File: src/rtl/enc_quad_decoder.sv
// Differential quadrature encoder receiver: sync, glitch filter, 4x decode, position and line trigger.
// Define ENC_INDEX_CLR_EN to make the filtered Z rising edge zero POS.
module enc_quad_decoder #(
   parameter int FILT_LEN = 4,
   parameter int CNT_W    = 32,
   parameter int DIV_W    = 16
) (
   input  logic             CLK,
   input  logic             RST_N,
   input  logic [2:0]       ENC_P,
   input  logic [2:0]       ENC_N,
   input  logic [DIV_W-1:0] DIV,
   input  logic             DIR_INV,
   input  logic             CLR,
   input  logic             ERR_CLR,
   output logic [CNT_W-1:0] POS,
   output logic             DIR,
   output logic             STEP,
   output logic             LINE_TRIG,
   output logic             INDEX,
   output logic             ERR_SEQ,
   output logic             ERR_DIFF
);
   localparam int NF   = 6;
   localparam int FW   = (FILT_LEN > 1) ? $clog2(FILT_LEN) : 1;
   localparam int WARM = FILT_LEN + 3;
   localparam int WW   = $clog2(WARM + 1);
   localparam int AW   = DIV_W + 1;
   localparam logic signed [AW-1:0] ACC_MIN = {1'b1, {DIV_W{1'b0}}} + AW'(1);

   logic [2:0]            p_s1_q, p_s1_d, p_s2_q, p_s2_d;
   logic [2:0]            n_s1_q, n_s1_d, n_s2_q, n_s2_d;
   logic [NF-1:0]         smp, filt_q, filt_d;
   logic [NF-1:0][FW-1:0] fcnt_q, fcnt_d;
   logic [WW-1:0]         warm_q, warm_d;
   logic [1:0]            ab_prev_q, ab_prev_d;
   logic                  z_prev_q, z_prev_d;
   logic signed [AW-1:0]  acc_q, acc_d;
   logic [CNT_W-1:0]      pos_q, pos_d;
   logic                  dir_q, dir_d, step_q, step_d, trig_q, trig_d, idx_q, idx_d;
   logic                  err_seq_q, err_seq_d, err_diff_q, err_diff_d;
   logic                  armed, cnt_ev, both, fwd;
   logic [AW-1:0]         div_m1;

   // filter bits [2:0] = P lines A/B/Z, [5:3] = per-channel P==N fault
   assign smp    = {p_s2_q ~^ n_s2_q, p_s2_q};
   assign armed  = (warm_q == WW'(WARM));
   assign div_m1 = (DIV == '0) ? '0 : {1'b0, DIV - 1'b1};

   always_comb begin
      p_s1_d = ENC_P;
      n_s1_d = ENC_N;
      p_s2_d = p_s1_q;
      n_s2_d = n_s1_q;
      for (int i = 0; i < NF; i++) begin
         filt_d[i] = filt_q[i];
         fcnt_d[i] = '0;
         if (smp[i] != filt_q[i]) begin
            if (fcnt_q[i] == FW'(FILT_LEN - 1)) filt_d[i] = smp[i];
            else                                fcnt_d[i] = fcnt_q[i] + 1'b1;
         end
      end
   end

   // Until the filters have settled after reset, prev just tracks the filtered inputs.
   always_comb begin
      warm_d     = armed ? warm_q : warm_q + 1'b1;
      ab_prev_d  = filt_q[1:0];
      z_prev_d   = filt_q[2];
      both       = &(filt_q[1:0] ^ ab_prev_q);
      cnt_ev     = armed && ((filt_q[0] ^ ab_prev_q[0]) != (filt_q[1] ^ ab_prev_q[1]));
      fwd        = ~(ab_prev_q[0] ^ filt_q[1]) ^ DIR_INV;
      step_d     = cnt_ev;
      idx_d      = armed & filt_q[2] & ~z_prev_q;
      dir_d      = cnt_ev ? fwd : dir_q;
      trig_d     = 1'b0;
      pos_d      = pos_q;
      acc_d      = acc_q;
      if (cnt_ev) begin
         pos_d = fwd ? pos_q + 1'b1 : pos_q - 1'b1;
         if (fwd) begin
            if (acc_q >= $signed(div_m1)) begin
               trig_d = 1'b1;
               acc_d  = '0;
            end else begin
               acc_d = acc_q + AW'(1);
            end
         end else if (acc_q != ACC_MIN) begin
            acc_d = acc_q - AW'(1);
         end
      end
`ifdef ENC_INDEX_CLR_EN
      if (idx_d) pos_d = '0;
`else
`endif
      if (CLR) begin
         pos_d  = '0;
         acc_d  = '0;
         trig_d = 1'b0;
      end
      err_seq_d  = (ERR_CLR ? 1'b0 : err_seq_q)  | (armed & both);
      err_diff_d = (ERR_CLR ? 1'b0 : err_diff_q) | (armed & (|filt_q[5:3]));
   end

   always_ff @(posedge CLK or negedge RST_N) begin
      if (!RST_N) begin
         p_s1_q     <= '0;
         n_s1_q     <= '0;
         p_s2_q     <= '0;
         n_s2_q     <= '0;
         filt_q     <= '0;
         fcnt_q     <= '0;
         warm_q     <= '0;
         ab_prev_q  <= '0;
         z_prev_q   <= 1'b0;
         acc_q      <= '0;
         pos_q      <= '0;
         dir_q      <= 1'b0;
         step_q     <= 1'b0;
         trig_q     <= 1'b0;
         idx_q      <= 1'b0;
         err_seq_q  <= 1'b0;
         err_diff_q <= 1'b0;
      end else begin
         p_s1_q     <= p_s1_d;
         n_s1_q     <= n_s1_d;
         p_s2_q     <= p_s2_d;
         n_s2_q     <= n_s2_d;
         filt_q     <= filt_d;
         fcnt_q     <= fcnt_d;
         warm_q     <= warm_d;
         ab_prev_q  <= ab_prev_d;
         z_prev_q   <= z_prev_d;
         acc_q      <= acc_d;
         pos_q      <= pos_d;
         dir_q      <= dir_d;
         step_q     <= step_d;
         trig_q     <= trig_d;
         idx_q      <= idx_d;
         err_seq_q  <= err_seq_d;
         err_diff_q <= err_diff_d;
      end
   end

   assign POS       = pos_q;
   assign DIR       = dir_q;
   assign STEP      = step_q;
   assign LINE_TRIG = trig_q;
   assign INDEX     = idx_q;
   assign ERR_SEQ   = err_seq_q;
   assign ERR_DIFF  = err_diff_q;
endmodule

File: config.mk
export PLATFORM = sky130hd
export DESIGN_NAME = enc_quad_decoder
export DESIGN_NICKNAME = d
export VERILOG_FILES = /design/src/rtl/enc_quad_decoder.sv
export SDC_FILE = /design/constraint.sdc
export NUM_CORES = 1
export LEC_CHECK = 0
export BUFFER_PORTS_ARGS = -buffer_cell sky130_fd_sc_hd__buf_4
export CAP_MARGIN = 15
export CORE_MARGIN = 3
export CORE_UTILIZATION = 39
export DETAILED_ROUTE_END_ITERATION = 6
export GPL_TIMING_DRIVEN = 1
export PLACE_DENSITY = 0.62
export SYNTH_ARGS = -nofsm -noshare
export SYNTH_HDL_FRONTEND = slang
export SYNTH_SLANG_ARGS = --single-unit
export TNS_END_PERCENT = 30
File: constraint.sdc
create_clock -name CLK -period 5.1 [get_ports CLK]
set_input_delay 1.275 -clock CLK [delete_from_list [all_inputs] [get_ports CLK]]
set_output_delay 1.275 -clock CLK [all_outputs]
set_load 0.01 [all_outputs]
==> flow_summary.json <==
{
  "slew_viol_final": 0,
  "ys_seq_elements": 91,
  "cts_buffers": 9,
  "path_max_fanout": 10,
  "grtUsageMet2_pct": 30.8,
  "max_slew_margin_pct": 46.3,
  "maxCapViolations": 0,
  "h-tree-depth": 3,
  "synth_async_sr_flop_share_pct": 100,
  "drive_gt1_share_pct": 15.3,
  "synth_fp_nets": 778,
  "cp_top_family": "compound AO/OA/AOI/OAI gates",
  "cts_hold_buf": 0,
  "hpwl_um": 11400,
  "end_kind": "register",
  "ctsRootBufferMaster": "clkbuf_16",
  "syn_area_um2": 6200,
  "synth_area_leaders": "dfrtp_1 37%, ha_1 12%, nand2_1 6.9%, a21oi_1 5.2%, xnor2_1 4.4%",
  "insertion_delay_ns": 0.35,
  "critPathKind": "in -> reg",
  "layout_commonest_cell": "nand2_1",
  "regArea_um2": 2280,
  "status": "completed",
  "slowest_stage": "a311oi_2",
  "crit_top_cell": "buf_4",
  "path_cells": "buf_4 -> xnor2_1 -> xor2_1 -> inv_1 -> buf_4 -> ha_1 -> and2_0 -> a221oi_2 -> o21ai_1 -> a311oi_2 -> o21ai_2 -> a21oi_2 -> a31oi_1 -> nor4b_1 -> a211o_1",
  "io_buffer_count": 64,
  "worst_pin_slew_ns": 0.806,
  "syn_inst": 690,
  "final_cell_mix": "114 x nand2_1, 91 x dfrtp_1, 74 x buf_4",
  "ys_types": 65,
  "multi_input_area_um2": 3770,
  "initial_core_util_pct": 40.4,
  "clkSlewWorstSetupHoldPaths_ns": 0.07,
  "die_w_um": 132,
  "ant_nets": 0,
  "startpoint_type": "primary input",
  "antenna_found_initial": 0,
  "cp.arrival_ns": 4.73,
  "syn_to_final_growth_pct": 16.3,
  "layout.nets": 840,
  "diodes": 0,
  "rows": 45,
  "hold_path.class": "reg -> reg",
  "synth_edf_count": 0,
  "vias_per_cell": 5.47,
  "cts_tree": "built",
  "design.core.area_um2": 15400,
  "io_pins": 65,
  "drt_iter0_drc": 247,
  "gr-max-usage-layer": "met2",
  "cts_sinks": 91,
  "drc": 0,
  "cts_resized": 0,
  "critPathMaxStageDelay_ns": 0.40,
  "yosysWarningCount": 0,
  "wl_per_cell_um": 16.0,
  "synth_seq_area_share_pct": 36.7,
  "grt_use_met1_pct": 24.4,
  "wl_um": 15400,
  "clockBufferDepth": 2,
  "fmax_ghz": 0.225,
  "post_cts_buffers": 0,
  "yosysTopAreaCell": "dfrtp_1",
  "synth_top_area_share_pct": 36.7,
  "gp_congestion": 0.903,
  "first_pass_iters": 5,
  "period_needed_ns": 4.44,
  "setup-tns-final_ns": 0,
  "grt_remaining_overflow": 0,
  "hold_viol_final": 0,
  "fillers": 1492,
  "grt_pass1_vias": 5328,
  "die_area_um2": 17500,
  "skew_ns": 0.00923,
  "fp.dieH_um": 132,
  "cp_data_required_time_ns": 5.39,
  "grt_util_met3_pct": 3.63,
  "grt_setup_unrepaired": "no",
  "setup_viol_count_final": 0,
  "grt_pass1_wl_um": 26700,
  "avgSynthCellArea_um2": 8.99,
  "grt_usage_pct": 18.4,
  "ys.flop_type": "dfrtp_1",
  "crit_buf_inv": 3,
  "num_vias": 5297,
  "post-route-period-util_pct": 87.0,
  "grt_start_max_net_pins": 61
}
-- worst reg2reg max path, cell delays in order, from the launching register on --
cell and delay, ns:
dfrtp_1 0.40, xnor2_1 0.20, xor2_1 0.25, inv_1 0.23
buf_4 0.24, ha_1 0.36, and2_0 0.21, a221oi_2 0.27
o21ai_1 0.18, a311oi_2 0.40, o21ai_2 0.15, a21oi_2 0.23
a31oi_1 0.15, nor4b_1 0.35, a211o_1 0.15
-- worst paths after layout --
path                       slack [ns]          from  depth (start not counted)   endpoint
setup / recovery                 0.66       DIR_INV                         15    POS[30]
hold / removal                   0.35     p_s1_q[0]                          0  p_s2_q[0]
setup reg to reg                 1.27  ab_prev_q[0]                         14    POS[30]
hold reg to reg                  0.35     p_s1_q[0]                          0  p_s2_q[0]
max in group asynchronous        3.16         RST_N                          2    POS[13]
min in group asynchronous        1.02         RST_N                          1  acc_q[16]
-- layout make-up --
class,count,area share [%]
clock buffers,10,3.31
clock inverters,6,0.781
inverters,14,0.729
multi-input cells,562,52.2
flip-flops and latches,91,31.6
well taps,211,3.66
repair buffers,74,7.70
-- metal layers --
metal | vias up | part of all wire (%) | wire length (um)
met5 | - | 0 | 0
met4 | 0 | 0.70 | 108
met3 | 6 | 4.7 | 726
met2 | 117 | 48 | 7380
met1 | 2551 | 47 | 7240
li1 | 2623 | - | -
-- logic make-up after synthesis --
family / share of synthesized area (%)
buffers and inverters: 2.54
xor gates and xnor gates: 7.63
AOI/OAI and AO/OA: 19.2
and+or+nand+nor: 19.3
muxes: 2.14
DFF: 36.7
adders and majority gates: 12.4
-- flip-flops by register name (all words and copies together), names as in the netlist --
name,flops
DIR,1
ERR_DIFF,1
ERR_SEQ,1
INDEX,1
LINE_TRIG,1
POS,32
STEP,1
ab_prev_q,2
acc_q,17
fcnt_q,12
filt_q,6
n_s1_q,3
n_s2_q,3
p_s1_q,3
p_s2_q,3
warm_q,3
z_prev_q,1
-- metrics by stage --
stage / cells / utilization, % / setup slack [ns] / cell area [um^2] / hold slack [ns]
finish: 968 / 46.9 / 0.662 / 7210 / 0.350
global route: 968 / 46.9 / 0.290 / 7210 / 0.364
global placement: 952 / 45.0 / 0.422 / 6920 / 0.337
detailed placement: 952 / 45.0 / 0.293 / 6920 / 0.336
CTS: 968 / 46.9 / 0.673 / 7210 / 0.352
floorplan: 690 / - / 0.602 / 6200 / 0.331
-- Yosys cell counts, drive strengths merged (2+ instances only) --
library cell	number
nand3	19
a31oi	21
nor3	21
a211o	2
o21bai	4
dfrtp	91
o22ai	2
a221oi	2
nor4	8
xor2	23
mux2	10
ha	60
a21oi	69
nand2	114
nor2	33
o31ai	3
and3	4
o221ai	2
xnor2	31
nor4b	3
nor2b	12
nand4	7
buf	8
or3	5
o21a	2
nor3b	2
mux2i	2
a211oi	4
a41oi	3
o211ai	4
nand2b	7
nand3b	2
o311ai	3
nand4b	2
a21o	27
clkbuf	15
and2	4
and4	2
o21ai	31
inv	13
or2	2
Power is left out: the tool's default activity adds up to more than one toggle a clock period on the data nets, which glitch-free logic cannot reach.
